[src/rtl/bcd_disp_pkg.sv]
// Shared constants for BCD counting and active-low seven-segment display.
package bcd_disp_pkg;

  localparam int unsigned BCD_W = 4;
  localparam int unsigned SEG_W = 7;

  // Active-low segment patterns, bit order gfedcba
  localparam logic [SEG_W-1:0] SEG_0     = 7'b1000000;
  localparam logic [SEG_W-1:0] SEG_1     = 7'b1111001;
  localparam logic [SEG_W-1:0] SEG_2     = 7'b0100100;
  localparam logic [SEG_W-1:0] SEG_3     = 7'b0110000;
  localparam logic [SEG_W-1:0] SEG_4     = 7'b0011001;
  localparam logic [SEG_W-1:0] SEG_5     = 7'b0010010;
  localparam logic [SEG_W-1:0] SEG_6     = 7'b0000010;
  localparam logic [SEG_W-1:0] SEG_7     = 7'b1111000;
  localparam logic [SEG_W-1:0] SEG_8     = 7'b0000000;
  localparam logic [SEG_W-1:0] SEG_9     = 7'b0010000;
  localparam logic [SEG_W-1:0] SEG_BLANK = 7'b1111111;

endpackage

[src/rtl/bcd_to_seg.sv]
// Combinational BCD digit to active-low segment decoder with blanking.
module bcd_to_seg
  import bcd_disp_pkg::*;
(
  input  logic [BCD_W-1:0] digit,
  input  logic             blank,
  output logic [SEG_W-1:0] segs_c
);

  // Decode one digit; non-BCD codes and blanking both show nothing
  always_comb begin
    segs_c = SEG_BLANK;
    if (!blank) begin
      case (digit)
        4'd0:    segs_c = SEG_0;
        4'd1:    segs_c = SEG_1;
        4'd2:    segs_c = SEG_2;
        4'd3:    segs_c = SEG_3;
        4'd4:    segs_c = SEG_4;
        4'd5:    segs_c = SEG_5;
        4'd6:    segs_c = SEG_6;
        4'd7:    segs_c = SEG_7;
        4'd8:    segs_c = SEG_8;
        4'd9:    segs_c = SEG_9;
        default: segs_c = SEG_BLANK;
      endcase
    end
  end

endmodule

[src/rtl/bcd_event_counter.sv]
// Up/down BCD event counter driving a multiplexed common-anode display.
module bcd_event_counter
  import bcd_disp_pkg::*;
#(
  parameter int unsigned DIGITS      = 4,
  parameter int unsigned REFRESH_DIV = 100000,
  parameter bit          WRAP        = 1'b1
) (
  input  logic                    clk,
  input  logic                    reset,
  input  logic                    enable,
  input  logic                    fire,
  input  logic                    error,
  input  logic                    down,
  input  logic                    clear,
  output logic [BCD_W*DIGITS-1:0] count_bcd,
  output logic                    rollover,
  output logic [DIGITS-1:0]       anode,
  output logic [SEG_W-1:0]        segs
);

  localparam int unsigned CNT_W = (REFRESH_DIV > 1) ? $clog2(REFRESH_DIV) : 1;
  localparam int unsigned IDX_W = (DIGITS > 1) ? $clog2(DIGITS) : 1;
  localparam int unsigned BUS_W = BCD_W * DIGITS;

  localparam logic [CNT_W-1:0] REFRESH_LAST = CNT_W'(REFRESH_DIV - 1);
  localparam logic [IDX_W-1:0] IDX_LAST     = IDX_W'(DIGITS - 1);
  localparam logic [BUS_W-1:0] ALL_NINES    = {DIGITS{4'h9}};

  logic             sync1, sync2, fire_prev;
  logic             fire_pulse_c, accept_c;
  logic [BUS_W-1:0] count_inc_c, count_dec_c;
  logic             at_max_c, at_min_c;
  logic [CNT_W-1:0] refresh;
  logic [IDX_W-1:0] idx;
  logic [BCD_W-1:0] sel_digit_c;
  logic             sel_blank_c;
  logic [SEG_W-1:0] seg_c;

  // Bring the asynchronous fire input into clk and keep the previous level
  always_ff @(posedge clk or negedge reset) begin
    if (!reset) begin
      sync1     <= 1'b0;
      sync2     <= 1'b0;
      fire_prev <= 1'b0;
    end else begin
      sync1     <= fire;
      sync2     <= sync1;
      fire_prev <= sync2;
    end
  end

  assign fire_pulse_c = sync2 & ~fire_prev;
  assign accept_c     = fire_pulse_c & enable & ~error & ~clear;

  // Ripple BCD increment/decrement and limit detection
  always_comb begin
    logic [BCD_W-1:0] d;
    logic             carry;
    logic             borrow;
    count_inc_c = '0;
    count_dec_c = '0;
    at_max_c    = 1'b1;
    at_min_c    = 1'b1;
    carry       = 1'b1;
    borrow      = 1'b1;
    d           = '0;
    for (int i = 0; i < int'(DIGITS); i++) begin
      d = count_bcd[i*BCD_W +: BCD_W];
      if (d != 4'd9) at_max_c = 1'b0;
      if (d != 4'd0) at_min_c = 1'b0;
      if (carry) begin
        if (d == 4'd9) begin
          count_inc_c[i*BCD_W +: BCD_W] = 4'd0;
        end else begin
          count_inc_c[i*BCD_W +: BCD_W] = d + 4'd1;
          carry = 1'b0;
        end
      end else begin
        count_inc_c[i*BCD_W +: BCD_W] = d;
      end
      if (borrow) begin
        if (d == 4'd0) begin
          count_dec_c[i*BCD_W +: BCD_W] = 4'd9;
        end else begin
          count_dec_c[i*BCD_W +: BCD_W] = d - 4'd1;
          borrow = 1'b0;
        end
      end else begin
        count_dec_c[i*BCD_W +: BCD_W] = d;
      end
    end
  end

  // Count register; clear wins over an accepted event
  always_ff @(posedge clk or negedge reset) begin
    if (!reset) begin
      count_bcd <= '0;
      rollover  <= 1'b0;
    end else if (clear) begin
      count_bcd <= '0;
      rollover  <= 1'b0;
    end else if (accept_c) begin
      if (down) begin
        if (at_min_c) begin
          rollover <= 1'b1;
          if (WRAP) count_bcd <= ALL_NINES;
        end else begin
          count_bcd <= count_dec_c;
        end
      end else begin
        if (at_max_c) begin
          rollover <= 1'b1;
          if (WRAP) count_bcd <= '0;
        end else begin
          count_bcd <= count_inc_c;
        end
      end
    end
  end

  // Refresh timer and digit index; free-running regardless of enable
  always_ff @(posedge clk or negedge reset) begin
    if (!reset) begin
      refresh <= '0;
      idx     <= '0;
    end else if (refresh == REFRESH_LAST) begin
      refresh <= '0;
      idx     <= (idx == IDX_LAST) ? '0 : idx + IDX_W'(1);
    end else begin
      refresh <= refresh + CNT_W'(1);
    end
  end

  // Select the lit digit and blank it if it is a leading zero
  always_comb begin
    logic             upper_zero;
    logic [BCD_W-1:0] d;
    sel_digit_c = '0;
    sel_blank_c = 1'b0;
    upper_zero  = 1'b1;
    d           = '0;
    for (int i = int'(DIGITS) - 1; i >= 0; i--) begin
      d          = count_bcd[i*BCD_W +: BCD_W];
      upper_zero = upper_zero & (d == 4'd0);
      if (idx == IDX_W'(i)) begin
        sel_digit_c = d;
        sel_blank_c = (i != 0) && upper_zero;
      end
    end
  end

  bcd_to_seg u_seg (
    .digit  (sel_digit_c),
    .blank  (sel_blank_c),
    .segs_c (seg_c)
  );

  // Registered display drive; everything dark while disabled
  always_ff @(posedge clk or negedge reset) begin
    if (!reset) begin
      anode <= '1;
      segs  <= SEG_BLANK;
    end else if (enable) begin
      anode <= ~(DIGITS'(1) << idx);
      segs  <= seg_c;
    end else begin
      anode <= '1;
      segs  <= SEG_BLANK;
    end
  end

endmodule

[config.mk]
export PLATFORM = sky130hd
export DESIGN_NAME = bcd_event_counter
export DESIGN_NICKNAME = d
export VERILOG_FILES = /design/src/rtl/bcd_disp_pkg.sv /design/src/rtl/bcd_to_seg.sv /design/src/rtl/bcd_event_counter.sv
export SDC_FILE = /design/constraint.sdc
export NUM_CORES = 1
export LEC_CHECK = 0
export ABC_AREA = 1
export BUFFER_PORTS_ARGS = -buffer_cell sky130_fd_sc_hd__buf_2
export CAP_MARGIN = 20
export CORE_MARGIN = 3
export CORE_UTILIZATION = 45
export DETAILED_ROUTE_END_ITERATION = 10
export HOLD_SLACK_MARGIN = 0.08
export PLACE_DENSITY = 0.64
export SLEW_MARGIN = 10
export SYNTH_ARGS = -nofsm -noshare
export SYNTH_HDL_FRONTEND = slang
export SYNTH_SLANG_ARGS = --single-unit
[constraint.sdc]
create_clock -name clk -period 1.73 [get_ports clk]
set_input_delay 0.2595 -clock clk [delete_from_list [all_inputs] [get_ports clk]]
set_output_delay 0.2595 -clock clk [all_outputs]
set_load 0.02 [all_outputs]
==> summary.md <==
| Metric | Value |
|---|---|
| Count of final setup violators | `0` |
| Nature of the critical path startpoint | `flop` |
| Synth Register Bits | `50` |
| Dpl cell area | `~3700 um2` |
| Post-synthesis sequential area ratio | `approximately 40%` |
| Crit path from | `idx[0]` |
| Final Cell Area | `roughly 4000 um2` |
| GRT overflow | `0` |
| Ant. Diodes | `0` |
| Post-DP HPWL | `between 5000 and 6000 um` |
| Pleak | `~0.002 uW` |
| WL per Instance | `between 10 and 15 um` |
| Cell variety after synth | `29` |
| Main combinational cell family by area after synthesis | `simple AND/OR/NAND/NOR gates` |
| Initial Util | `between 40% and 50%` |
| Type of the most critical hold path | `in -> reg` |
| Flop pwr share | `between 30 and 40%` |
| Final GP Congestion | `just under 0.9` |
| Clock power share | `18.8%` |
| Main area contributors after synthesis | `dfrtp_1, nand2_1, dfstp_2` |
| Simple-gate area share of the yosys netlist | `about a third` |
| Vias after detailed routing | `between 3000 and 4000` |
| Clk root buf | `clkbuf_8` |
| Multiplexer share of the synthesized area | `0%` |
| Minimum clock period | `about 1700 ps` |
| GRT Overall Usage | `a little under a fifth` |
| Count leader, synth | `nand2_1` |
| Top achievable clock speed | `between 500 and 600 MHz` |
| Number of port buffers | `34` |
| Drt via density | `5.00` |
| Crit Path Class | `reg -> reg` |
| Hold Path Origin | `enable` |
| Share of cells above drive strength 1 | `a little over a quarter` |
| Critical Path Slowest Stage Cell | `dfrtp_2` |
| TritonCTS Sinks | `50` |
| Final clock skew | `~8.3 ps` |
| Drt initial violations | `about 170` |
| Final worst slack | `between 20 and 25 ps` |
| Post-synth EDFFs | `0` |
| Sw frac | `a little over two fifths` |
| Met1 Wirelength | `3630 um` |
| Num rows | `30` |
| Slew @ Worst Pin | `about 480 ps` |
| MaxCap Viol Count | `0` |
| NumNets Final | `approximately 530` |
| Vias in the first global route | `approximately 2800` |
| WL final | `roughly 7600 um` |
| Fin Setup TNS | `0 ps` |
| Chip height | `between 90 and 100 um` |
| Slew Limit Fails | `0` |
| Synth cell count leaders | `nand2_1, inv_1, nand3_1, nor2_1, dfrtp_1` |
| Synth warn | `0` |
| Die ar. | `8250 um2` |
| Largest net degree at the start of global routing | `22` |
| Comb pwr share | `43.5%` |
| Worst R2R End | `segs[3]` |
| CTS buffer count | `5` |
| Worst-case clock buffer depth | `2` |
| XOR/XNOR Fraction of Synth Area | `~4.6%` |
| Critical Path RT | `1990 ps` |
| Antenna-violating nets left | `0` |
| Synth Net Count | `464` |
| Post-Syn Instances | `about 440` |
| Top Layer Used | `met4` |
| CP arrival | `approximately 2000 ps` |
| Initial antenna violation count | `0` |
| Outcome | `completed` |
| Synth Flop Type | `dfrtp_1` |
| Top cell type's share of synthesized area | `30.1%` |
| Final hold vios | `0` |
| Area fraction in compound gates after synthesis | `around a tenth` |
| Most Frequent Cell on Critical Path | `nand2_1` |
| Critical R2R Launch | `idx[0]` |
| First drt pass iteration count | `5` |
| Wire length on met3 | `roughly 350 um` |
| Wire length on met2 | `roughly 3500 um` |
| Clk pin slew, worst setup/hold paths | `about 100 ps` |
| H-tree levels | `2` |
| Peak VDD IR | `about 680 uV` |
| Worst path max stage delay | `approximately 450 ps` |
| Syn-to-layout area delta | `22.6%` |
| Post-Place Setup Slack | `-33.9 ps` |
| P_sw | `approximately 1600 uW` |
| DRC violations left | `0` |
| Rel. slew slack | `approximately 68%` |
| Worst Setup EP | `segs[3]` |
| Worst path cell trace | `buf_4 > ha_4 > nor2_4 > nand2_1 > nand2_1 > nand2_2 > inv_2 > ha_4 > inv_1 > nand2_1 > nand2_1 > nand2_1 > nand2_1` |
| RSZ-0062 raised after global routing | `yes` |
| Number of fillers in the final layout | `about 650` |
| CTS tree | `done` |
| Clock Latency Late Sink | `roughly 310 ps` |
| Crit end category | `flop` |
| R2R setup slack | `between 20 and 25 ps` |
| First-pass GRT wire length | `between 10000 and 15000 um` |
| Synth area leader | `dfrtp_1` |
| Post-synthesis cell area | `3240 um2` |
| Adder-Cell Fraction of Synth Area | `under 10%` |
| Die W | `approximately 91 um` |
| I/O pins | `35` |
| Core ar. | `about 6900 um2` |
| Async set-or-reset flop fraction in the synthesized netlist | `100%` |
| R2R depth | `13` |
| Syn_area_per_cell | `between 7 and 8 um2` |
| PD cells | `around 990 nW/um2` |
| Crit path max fanout | `7` |
| P_int | `2280 uW` |
| Final period util | `98.7%` |
## registers in the layout, indices dropped and copies added, names as in the netlist
signal / count
sync1: 1
rollover: 1
segs: 7
idx: 2
sync2: 1
refresh: 17
count_bcd: 16
anode: 4
fire_prev: 1
## per-stage QoR
stage	utilization (%)	total power (uW)	std cells	hold slack, ps
after detailed placement	54.3	3120	591	248
after floorplan	-	2530	438	-36.1
after global placement	54.3	3100	591	241
after CTS	56.8	3890	602	167
after global routing	57.8	4230	604	167
final	57.8	3920	604	176
## cell usage in the layout (no fill, tap or decap), types with 5 or more instances in the layout
cell,synthesis,routed
nand4_1,9,9
buf_2,1,34
o21ai_1,10,10
nor2_4,4,5
buf_4,0,28
dfrtp_1,39,38
nor2_2,4,5
inv_1,52,48
clkbuf_8,0,5
nor3_1,6,6
ha_1,19,13
nor2_1,42,40
nand3_1,43,41
nand2_2,4,6
dfstp_2,11,11
xor2_1,14,14
a21oi_1,12,10
o21ai_0,23,23
a21oi_2,4,5
nand2_1,113,111
inv_2,13,15
## routing by layer
layer  global-route usage [%]  vias to the layer above
met4                     5.90                        0
met1                     25.9                     1380
met5                        0                        -
met3                     2.58                       14
met2                     30.8                       87
li1                         -                     1542
## kinds of logic after synthesis
kind of cell | after synthesis
adders and majority gates | 19
DFF | 50
AOI/OAI and AO/OA | 55
buffers and inverters | 68
and+or+nand+nor | 229
xor gates and xnor gates | 17
## critical path: cells and delay by family (launching register included)
| kind | cells | cell delay, ps |
|---|---|---|
| adder cells (fa/ha/maj) | 2 | 390 |
| buffers and inverters | 3 | 290 |
| flip-flops | 1 | 450 |
| AND/OR/NAND/NOR | 8 | 530 |
## power groups by stage
stage	sequential (uW)	combinational (uW)	clock, uW
2_1_floorplan	1680	854	0
4_1_cts	1470	1650	769
6_report	1480	1710	738
3_3_place_gp	1500	1600	0
3_5_place_dp	1500	1620	0
5_1_grt	1500	1910	817
## how the worst min path moves through the flow
stage	end	slack (ps)	cells after the start
after global placement	fire_prev	240	1
after floorplan	count_bcd[0]	-40	0
after detailed placement	fire_prev	250	1
after CTS	anode[1]	170	2
final	anode[1]	180	2
after global routing	anode[1]	170	2
## cell type report
class                           instances  area (um2)  area share, %
Timing Repair Buffer                   65         420           10.6
Clock inverter                          3        28.8          0.725
Inverter                               65         249           6.27
Clock buffer                            5        68.8           1.73
Multi-Input combinational cell        320        1820           45.8
Sequential cell                        50        1270           31.9
Tap cell                               96         120           3.02
## what timing repair did
action,4_1_cts,5_1_grt
hold buffers,2,0
buffers inserted,1,2
gates resized for setup,8,15
endpoints found under the hold margin,9,0
gates cloned,0,0
pin swaps,1,8
setup endpoints to repair,2,11
No activity file was read; power rests on OpenSTA's default activity.
